File: src/rtl/instruction_loader_pkg.sv
// Shared definitions for the instruction memory loader and the fetch-side memory.
// The big-endian byte order lives here so that writer and reader cannot disagree.
package instruction_loader_pkg;

  localparam int INSTR_W        = 32;
  localparam int BYTES_PER_WORD = 4;

  typedef enum logic [1:0] {
    IDLE  = 2'd0,
    ARMED = 2'd1,
    WRITE = 2'd2,
    DONE  = 2'd3
  } state_t;

  // k = 0 selects the most-significant byte, which sits at the lowest address.
  function automatic logic [7:0] byte_sel(input logic [INSTR_W-1:0] word,
                                          input logic [1:0]         k);
    logic [7:0] b;
    case (k)
      2'd0:    b = word[31:24];
      2'd1:    b = word[23:16];
      2'd2:    b = word[15:8];
      default: b = word[7:0];
    endcase
    return b;
  endfunction

endpackage

File: src/rtl/instruction_loader.sv
// Session-based program loader: takes 32-bit words over valid/ready and writes
// them big-endian, one byte per cycle, into the byte-wide instruction memory.
module instruction_loader
  import instruction_loader_pkg::*;
#(
  parameter int DEPTH_BYTES = 128,
  parameter int ADDR_W      = 7
) (
  input  logic              clk,
  input  logic              reset,
  input  logic              start,
  input  logic              finish,
  input  logic              word_valid,
  input  logic [31:0]       word_data,
  output logic              word_ready,
  output logic              mem_we,
  output logic [ADDR_W-1:0] mem_addr,
  output logic [7:0]        mem_wdata,
  output logic              cpu_hold,
  output logic              busy,
  output logic              done,
  output logic              full,
  output logic [ADDR_W-2:0] words_loaded
);

  localparam logic [ADDR_W-2:0] MAX_WORDS = (ADDR_W-1)'(DEPTH_BYTES / BYTES_PER_WORD);

  state_t              state, state_nxt;
  logic [1:0]          k;
  logic [ADDR_W-1:0]   base;
  logic [ADDR_W-2:0]   wcnt;
  logic                full_q;
  logic                fin_pend;
  logic [INSTR_W-1:0]  word_p0;
  logic                idle_like;
  logic                accept;
  logic                last_byte;

  assign idle_like = (state == IDLE) || (state == DONE);
  assign accept    = (state == ARMED) && word_valid && !full_q;
  assign last_byte = (state == WRITE) && (k == 2'd3);

  always_ff @(posedge clk) begin
    if (reset) state <= IDLE;
    else       state <= state_nxt;
  end

  // A word in flight always finishes its four bytes before finish is honoured.
  always_comb begin
    state_nxt = state;
    case (state)
      IDLE, DONE: if (start) state_nxt = ARMED;
      ARMED: begin
        if (accept)      state_nxt = WRITE;
        else if (finish) state_nxt = DONE;
      end
      WRITE: if (last_byte) state_nxt = (fin_pend || finish) ? DONE : ARMED;
      default: state_nxt = IDLE;
    endcase
  end

  always_ff @(posedge clk) begin
    if (reset) begin
      k        <= 2'd0;
      base     <= '0;
      wcnt     <= '0;
      full_q   <= 1'b0;
      fin_pend <= 1'b0;
    end else begin
      if (idle_like && start) begin
        base     <= '0;
        wcnt     <= '0;
        full_q   <= 1'b0;
        fin_pend <= 1'b0;
      end
      if (accept) begin
        k        <= 2'd0;
        fin_pend <= finish;
      end
      if (state == WRITE) begin
        k <= k + 2'd1;
        if (finish) fin_pend <= 1'b1;
        if (k == 2'd3) begin
          base     <= base + ADDR_W'(BYTES_PER_WORD);
          wcnt     <= wcnt + (ADDR_W-1)'(1);
          fin_pend <= 1'b0;
          if (wcnt + (ADDR_W-1)'(1) == MAX_WORDS) full_q <= 1'b1;
        end
      end
    end
  end

  // p0: accepted word held for the four byte-write cycles
  always_ff @(posedge clk) begin
    if (accept) word_p0 <= word_data;
  end

  assign word_ready   = (state == ARMED) && !full_q;
  assign mem_we       = (state == WRITE);
  assign mem_addr     = mem_we ? base + ADDR_W'(k) : '0;
  assign mem_wdata    = mem_we ? byte_sel(word_p0, k) : 8'h00;
  assign busy         = (state == ARMED) || (state == WRITE);
  assign cpu_hold     = busy;
  assign done         = (state == DONE);
  assign full         = full_q;
  assign words_loaded = wcnt;

endmodule

File: config.mk
export PLATFORM = sky130hd
export DESIGN_NAME = instruction_loader
export DESIGN_NICKNAME = d
export VERILOG_FILES = /design/src/rtl/instruction_loader_pkg.sv /design/src/rtl/instruction_loader.sv
export SDC_FILE = /design/constraint.sdc
export NUM_CORES = 1
export LEC_CHECK = 0
export CAP_MARGIN = 20
export CORE_MARGIN = 2
export CORE_UTILIZATION = 35
export CTS_CLUSTER_DIAMETER = 120
export DETAILED_ROUTE_END_ITERATION = 8
export PLACE_DENSITY = 0.74
export SETUP_SLACK_MARGIN = 0.15
export SYNTH_ARGS = -nofsm -noshare
export SYNTH_HDL_FRONTEND = slang
export SYNTH_SLANG_ARGS = --single-unit
File: constraint.sdc
create_clock -name clk -period 1.5 [get_ports clk]
set_input_delay 0.225 -clock clk [delete_from_list [all_inputs] [get_ports clk]]
set_output_delay 0.225 -clock clk [all_outputs]
set_load 0.005 [all_outputs]
==> run_summary.xml, run 1 <==
<?xml version="1.0" encoding="UTF-8"?>
<metrics>
  <group name="logic_synthesis">
    <metric name="postSynthNetCount" unit="">251</metric>
    <metric name="synth_async_sr_flop_share" unit="%">0</metric>
    <metric name="yosys.area.top_type_share" unit="%">40.87</metric>
    <metric name="post_synth.cell_area_avg" unit="sq um">11.64</metric>
    <metric name="synthMostInstantiatedCell" unit="">edfxtp_1</metric>
    <metric name="synth.top_cells.by_count" unit="">edfxtp_1, dfxtp_1, nand2_1</metric>
    <metric name="synth_cells" unit="">202</metric>
    <metric name="netlist_top_cells_area" unit="">edfxtp_1, dfxtp_1, ha_1, and2_1, a222oi_1</metric>
    <metric name="synth_warnings" unit="">0</metric>
    <metric name="leading_area_contributor_after_synthesis" unit="">edfxtp_1</metric>
    <metric name="synth_enable_flop_cells" unit="">32</metric>
    <metric name="fraction_of_the_yosys_area_taken_by_sequential_cells" unit="%">57.05</metric>
    <metric name="synth.ff_latch_count" unit="">51</metric>
    <metric name="synth_flop_cell" unit="">edfxtp_1</metric>
    <metric name="synthesis.area" unit="sq um">2351</metric>
    <metric name="ys_types" unit="">41</metric>
  </group>
  <group name="global_routing">
    <metric name="grt_first_pass_wirelength" unit="microns">10630</metric>
    <metric name="maximum_number_of_pins_on_one_net_before_global_route_repair" unit="">18</metric>
    <metric name="globalRoute.totalOverflow" unit="">0</metric>
    <metric name="track_usage" unit="%">18.63</metric>
    <metric name="grt_pass1_vias" unit="">2099</metric>
    <metric name="antenna_found_initial" unit="">0</metric>
  </group>
  <group name="layout">
    <metric name="syn2layout_area_growth" unit="%">76.05</metric>
    <metric name="finalNetCount" unit="">381</metric>
    <metric name="num-fill-cells" unit="">434</metric>
    <metric name="post_route_cells_drive_above_1_share" unit="%">47.15</metric>
    <metric name="fin_cells" unit="">410</metric>
    <metric name="num_antenna_cells" unit="">0</metric>
  </group>
  <group name="route">
    <metric name="final_wirelength" unit="microns">7037</metric>
    <metric name="route.detailed.wl_per_inst" unit="microns">17.16</metric>
    <metric name="drt_pre_antenna_iters" unit="">6</metric>
    <metric name="routed-via-count" unit="">2119</metric>
    <metric name="drc_errors" unit="">0</metric>
    <metric name="ant_nets" unit="">0</metric>
    <metric name="dr.first_iter.drc_count" unit="">235</metric>
    <metric name="detail_route.vias_per_cell" unit="">5.168</metric>
  </group>
  <group name="clock_tree">
    <metric name="clkLatencyLatePin" unit="ps">320</metric>
    <metric name="clock_path_buffers" unit="">2</metric>
    <metric name="cts_root_buf" unit="">clkbuf_8</metric>
    <metric name="tritoncts" unit="">built</metric>
    <metric name="cts-buffers-inserted" unit="">5</metric>
    <metric name="cts_sinks" unit="">51</metric>
    <metric name="h-tree-depth" unit="">2</metric>
    <metric name="clk_transition_reported_paths" unit="ps">110</metric>
    <metric name="holdBufCountCts" unit="">0</metric>
  </group>
  <group name="timing">
    <metric name="max_slew.worst_pin.slew" unit="ps">348.0</metric>
    <metric name="setup_viol_count_final" unit="">42</metric>
    <metric name="rsz0062_at_grt" unit="">true</metric>
    <metric name="clock.fmax" unit="MHz">498.1</metric>
    <metric name="worst_slew_margin_rel" unit="%">76.72</metric>
    <metric name="hold_violations" unit="">0</metric>
    <metric name="final.period_utilization" unit="%">133.8</metric>
    <metric name="final_period_minus_worst_setup_slack" unit="ps">2008</metric>
    <metric name="worst_path_setup_slack_after_routing" unit="ps">-507.5</metric>
    <metric name="clock_skew" unit="ps">11.12</metric>
    <metric name="report.final.slew_viol_count" unit="">0</metric>
  </group>
  <group name="worst_hold_path">
    <metric name="worst_hold_path_type" unit="">in2reg</metric>
  </group>
  <group name="placed_design">
    <metric name="dp_cells" unit="">357</metric>
    <metric name="io_buffer_count" unit="">63</metric>
    <metric name="place_congestion" unit="">0.8057</metric>
    <metric name="hpwl" unit="microns">3860</metric>
  </group>
  <group name="die">
    <metric name="initial_utilization" unit="%">36.61</metric>
    <metric name="die_w" unit="microns">85.96</metric>
    <metric name="die_h" unit="microns">85.96</metric>
    <metric name="pin_count" unit="">64</metric>
    <metric name="core" unit="sq um">6422</metric>
    <metric name="row_count" unit="">29</metric>
    <metric name="die_area" unit="sq um">7389</metric>
  </group>
  <group name="worst_setup_path">
    <metric name="worst-endpoint-required" unit="ps">1270</metric>
    <metric name="worst-endpoint-arrival" unit="ps">1780</metric>
    <metric name="crit_end_element" unit="">primary output</metric>
    <metric name="critical_path.top_delay_family" unit="">adder cells</metric>
    <metric name="critical_path_cell_sequence" unit="">ha_4, fa_2, buf_6, nand4_1, xnor2_1, and2_1, buf_2</metric>
    <metric name="setup.worst_path.start_class" unit="">flip-flop</metric>
    <metric name="critical-path-max-stage-delay" unit="ps">390</metric>
    <metric name="path_class" unit="">reg2out</metric>
    <metric name="crit_slowest_cell" unit="">dfxtp_4</metric>
    <metric name="cp_buf_inv_count" unit="">2</metric>
    <metric name="crit_fanout" unit="">4</metric>
  </group>
  <group name="run_status">
    <metric name="violations" unit="">setup timing</metric>
    <metric name="run_status" unit="">finished, violations left</metric>
  </group>
  <group name="power_and_ir_drop">
    <metric name="peakVddDrop" unit="uV">756.6</metric>
    <metric name="power.static_leakage" unit="nW">1.640</metric>
    <metric name="power.density" unit="nW/um^2">1077</metric>
    <metric name="totalPowerFinal" unit="mW">4.457</metric>
  </group>
  <group name="run">
    <metric name="cap_violations" unit="">0</metric>
  </group>
</metrics>
==> what timing repair did <==
action / in CTS / in global routing
gates resized for setup: 163 / 27
endpoints found under the setup margin: 76 / 70
buffers inserted: 34 / 6
cloned: 4 / 1
pin swaps: 41 / 17
==> area by class of cell <==
cell class,instances,area [sq um],share of cell area [%]
inverter,8,37.54,0.9069
clock inverter,3,47.55,1.149
tap,77,96.34,2.328
clock buffer,5,68.82,1.663
multi-input combinational,133,1211,29.26
sequential,51,1370,33.10
timing repair buffer,133,1308,31.59
==> kinds of logic after synthesis <==
family | after synthesis | share of synthesized area, %
buffers and inverters | 19 | 3.725
DFF | 51 | 57.05
and+or+nand+nor | 67 | 14.80
AOI/OAI and AO/OA | 39 | 12.45
xor gates and xnor gates | 13 | 4.843
muxes | 1 | 0.4258
adders and majority gates | 12 | 6.706
==> cell usage in the layout, fill, tap and decap left out, types with 5 or more instances in the layout <==
cell type	n
dfxtp_4	6
a222oi_1	8
and2_4	5
xor2_1	5
ha_4	9
nand2_1	14
dfxtp_2	5
and2_1	13
o21ai_1	8
buf_4	33
nor2_1	12
clkdlybuf4s50_1	36
dfxtp_1	8
xnor2_1	6
clkbuf_8	5
buf_2	16
nand4_1	5
edfxtp_1	32
dlygate4sd2_1	7
buf_6	32
==> layer usage <==
layer | part of all wire, % | global-route usage [%] | wire (microns)
met4 | 2.4 | 8.225 | 168
met2 | 54 | 33.19 | 3786
met5 | 0 | 0 | 0
met3 | 4.6 | 2.984 | 321
met1 | 39 | 21.97 | 2759
==> power breakdown <==
part | leakage, nW | switching (mW) | internal (mW) | total [mW]
logic | 1.13 | 0.722 | 0.964 | 1.69
registers | 0.454 | 0.0757 | 1.68 | 1.76
clock network | 0.0587 | 0.508 | 0.507 | 1.01
total | 1.64 | 1.31 | 3.15 | 4.46
==> metrics by stage <==
stage	cell area [sq um]	TNS, ps	setup slack, ps	utilization, %	hold slack [ps]
2_1_floorplan	2450	0	18.88	-	300.6
3_3_place_gp	3328	-5651	-494.0	51.82	457.3
3_5_place_dp	3328	-5935	-521.6	51.82	459.0
4_1_cts	3984	-6652	-527.4	62.03	446.7
5_1_grt	4139	-10190	-618.6	64.45	443.3
6_report	4139	-7980	-507.5	64.45	449.4
==> state kept, by name (all words and copies together) (netlist names) <==
register	cells
word_p0	32
base	7
words_loaded	6
k	2
state	2
fin_pend	1
full	1
==> final timing paths <==
| kind | start | to | slack, ps | cells past startpoint |
|---|---|---|---|---|
| setup / recovery | k[0] | mem_addr[6] | -510 | 7 |
| hold / removal | word_data[20] | word_p0[20] | 450 | 1 |
| setup reg to reg | k[1] | words_loaded[3] | -170 | 8 |
| hold reg to reg | base[0] | base[0] | 480 | 2 |
Note: power is estimated with default switching activity, not from simulation.
==> run 2, diff against run 1 <==
--- a/config.mk
+++ b/config.mk
@@ -10,8 +10,10 @@
 export CORE_UTILIZATION = 35
 export CTS_CLUSTER_DIAMETER = 120
 export DETAILED_ROUTE_END_ITERATION = 8
+export HOLD_SLACK_MARGIN = 0.1
 export PLACE_DENSITY = 0.74
 export SETUP_SLACK_MARGIN = 0.15
+export SLEW_MARGIN = 0
 export SYNTH_ARGS = -nofsm -noshare
 export SYNTH_HDL_FRONTEND = slang
 export SYNTH_SLANG_ARGS = --single-unit
==> constraint.sdc (replaced) <==
create_clock -name clk -period 1.76 [get_ports clk]
set_input_delay 0.264 -clock clk [delete_from_list [all_inputs] [get_ports clk]]
set_output_delay 0.264 -clock clk [all_outputs]
set_load 0.005 [all_outputs]
==> run 2 against run 1 <==
  * The run still ends with setup timing left
  * Non-clock buffer count decreased by 37
  * Sequential share of layout area is 5.2 points higher
  * Die area is the same
  * Final cell count fell by 9.0%
  * Sequential power decreased by 16%
  * Sequential cell count unchanged
  * Count of clock-buffer cells in the layout unchanged
  * Final area down 14%
  * Largest cell class unchanged
==> run_summary.xml, run 2 (synthesis results as in run 1) <==
<?xml version="1.0" encoding="UTF-8"?>
<metrics>
  <group name="layout">
    <metric name="post_route_cells_drive_above_1_share" unit="%">32.43</metric>
    <metric name="most-common-layout-cells" unit="">clkdlybuf4s50_1, edfxtp_1, buf_4</metric>
    <metric name="num_antenna_cells" unit="">0</metric>
    <metric name="final_common_cell" unit="">clkdlybuf4s50_1</metric>
    <metric name="syn2layout_area_growth" unit="%">50.72</metric>
    <metric name="largest_register_ffs" unit="">32</metric>
    <metric name="finalNetCount" unit="">344</metric>
    <metric name="largest-register" unit="">word_p0</metric>
  </group>
  <group name="worst_hold_path">
    <metric name="worst_hold_path_type" unit="">reg2reg</metric>
    <metric name="hp-start" unit="">base[0]</metric>
  </group>
  <group name="die">
    <metric name="pin_count" unit="">64</metric>
    <metric name="die_w" unit="microns">85.96</metric>
    <metric name="row_count" unit="">29</metric>
    <metric name="initial_utilization" unit="%">36.61</metric>
    <metric name="core" unit="sq um">6422</metric>
    <metric name="die_area" unit="sq um">7389</metric>
    <metric name="die_h" unit="microns">85.96</metric>
  </group>
  <group name="timing">
    <metric name="max_slew.worst_pin.slew" unit="ps">307.9</metric>
    <metric name="worst_slew_margin_rel" unit="%">79.15</metric>
    <metric name="worst_path_setup_slack_after_routing" unit="ps">-266.1</metric>
    <metric name="setup_viol_count_final" unit="">14</metric>
    <metric name="final_period_minus_worst_setup_slack" unit="ps">2026</metric>
    <metric name="hold_slack" unit="ps">483.5</metric>
    <metric name="final.period_utilization" unit="%">115.1</metric>
    <metric name="clock_skew" unit="ps">8.281</metric>
    <metric name="hold_violations" unit="">0</metric>
    <metric name="report.final.slew_viol_count" unit="">0</metric>
    <metric name="clock.fmax" unit="MHz">493.5</metric>
    <metric name="rsz0062_at_grt" unit="">true</metric>
  </group>
  <group name="route">
    <metric name="route.detailed.wl_per_inst" unit="microns">14.74</metric>
    <metric name="dr.first_iter.drc_count" unit="">111</metric>
    <metric name="ant_nets" unit="">0</metric>
    <metric name="routed-via-count" unit="">1849</metric>
    <metric name="drt_pre_antenna_iters" unit="">4</metric>
    <metric name="drc_errors" unit="">0</metric>
    <metric name="final_wirelength" unit="microns">5499</metric>
    <metric name="detail_route.vias_per_cell" unit="">4.957</metric>
  </group>
  <group name="run_status">
    <metric name="violations" unit="">setup timing</metric>
    <metric name="run_status" unit="">finished, violations left</metric>
  </group>
  <group name="worst_setup_path">
    <metric name="crit_fanout" unit="">7</metric>
    <metric name="critical_path.startpoint" unit="">k[1]</metric>
    <metric name="worst-endpoint-arrival" unit="ps">1760</metric>
    <metric name="rr_startpoint" unit="">k[0]</metric>
    <metric name="setup.worst_path.start_class" unit="">flip-flop</metric>
    <metric name="path_class" unit="">reg2out</metric>
    <metric name="crit_end_element" unit="">primary output</metric>
    <metric name="worst-endpoint-required" unit="ps">1500</metric>
  </group>
  <group name="clock_tree">
    <metric name="clk_transition_reported_paths" unit="ps">90</metric>
    <metric name="tritoncts" unit="">built</metric>
    <metric name="clkLatencyLatePin" unit="ps">300</metric>
    <metric name="cts-buffers-inserted" unit="">5</metric>
    <metric name="cts_root_buf" unit="">clkbuf_8</metric>
    <metric name="h-tree-depth" unit="">2</metric>
    <metric name="cts_sinks" unit="">51</metric>
    <metric name="clock_path_buffers" unit="">2</metric>
  </group>
  <group name="placed_design">
    <metric name="place_congestion" unit="">0.7889</metric>
    <metric name="hpwl" unit="microns">3655</metric>
    <metric name="io_buffer_count" unit="">63</metric>
  </group>
  <group name="power_and_ir_drop">
    <metric name="power.density" unit="nW/um^2">870.4</metric>
    <metric name="power.static_leakage" unit="nW">1.332</metric>
    <metric name="peakVddDrop" unit="uV">639.9</metric>
    <metric name="totalPowerFinal" unit="mW">3.084</metric>
  </group>
  <group name="global_routing">
    <metric name="track_usage" unit="%">15.50</metric>
    <metric name="antenna_found_initial" unit="">0</metric>
    <metric name="globalRoute.totalOverflow" unit="">0</metric>
    <metric name="grt_pass1_vias" unit="">1879</metric>
    <metric name="grt_first_pass_wirelength" unit="microns">8901</metric>
    <metric name="maximum_number_of_pins_on_one_net_before_global_route_repair" unit="">33</metric>
  </group>
  <group name="run">
    <metric name="cap_violations" unit="">0</metric>
  </group>
</metrics>
==> run 2: worst paths after layout <==
path / slack [ps] / depth (start not counted) / to
max reg2reg: 160 / 8 / words_loaded[3]
min: 480 / 2 / base[0]
max: -270 / 7 / mem_wdata[3]
min reg2reg: 480 / 2 / base[0]
==> run 2: layout make-up <==
| type | instances | area (sq um) |
|---|---|---|
| sequential | 51 | 1356 |
| inverter | 8 | 30.03 |
| multi-input combinational | 133 | 1065 |
| timing repair buffer | 96 | 903.4 |
| clock inverter | 3 | 23.77 |
| clock buffer | 5 | 68.82 |
| fill | 543 | 2879 |
| tap | 77 | 96.34 |
==> run 2: report_power, final <==
group | internal, mW | switching, mW
sequential | 1.44 | 0.0489
combinational | 0.483 | 0.433
clock | 0.287 | 0.397
total | 2.21 | 0.879
==> run 2: timing repair <==
item	4_1_cts	5_1_grt
gates resized for setup	101	28
hold buffers	0	0
cloned	2	0
pin swaps	38	28
endpoints found under the setup margin	34	33
setup buffers	13	2
==> run 2: stage by stage <==
stage	setup WS (ps)	instance area (sq um)	instances	setup TNS, ps	util, %
3_3_place_gp	-318.7	3199	348	-3605	49.81
5_1_grt	-386.3	3543	373	-3463	55.17
3_5_place_dp	-376.8	3199	348	-3892	49.81
6_report	-266.1	3543	373	-2181	55.17
2_1_floorplan	162.5	2352	202	0	-
4_1_cts	-322.5	3470	371	-2957	54.02
==> run 2: worst max-delay path, cell delays in order, from the launching register on <==
cell and delay (ps):
dfxtp_4 400, inv_2 80, ha_4 200, buf_6 120, a222oi_1 300, o21ai_1 100, and2_1 140, buf_2 120
==> run 2: per-layer routing <==
layer / track usage [%] / up-vias / part of all wire (%)
met4: 4.906 / 0 / 1.5
met3: 3.369 / 7 / 4.0
met1: 18.64 / 880 / 42
li1: - / 916 / -
met5: 0 / - / 0
met2: 27.48 / 46 / 53
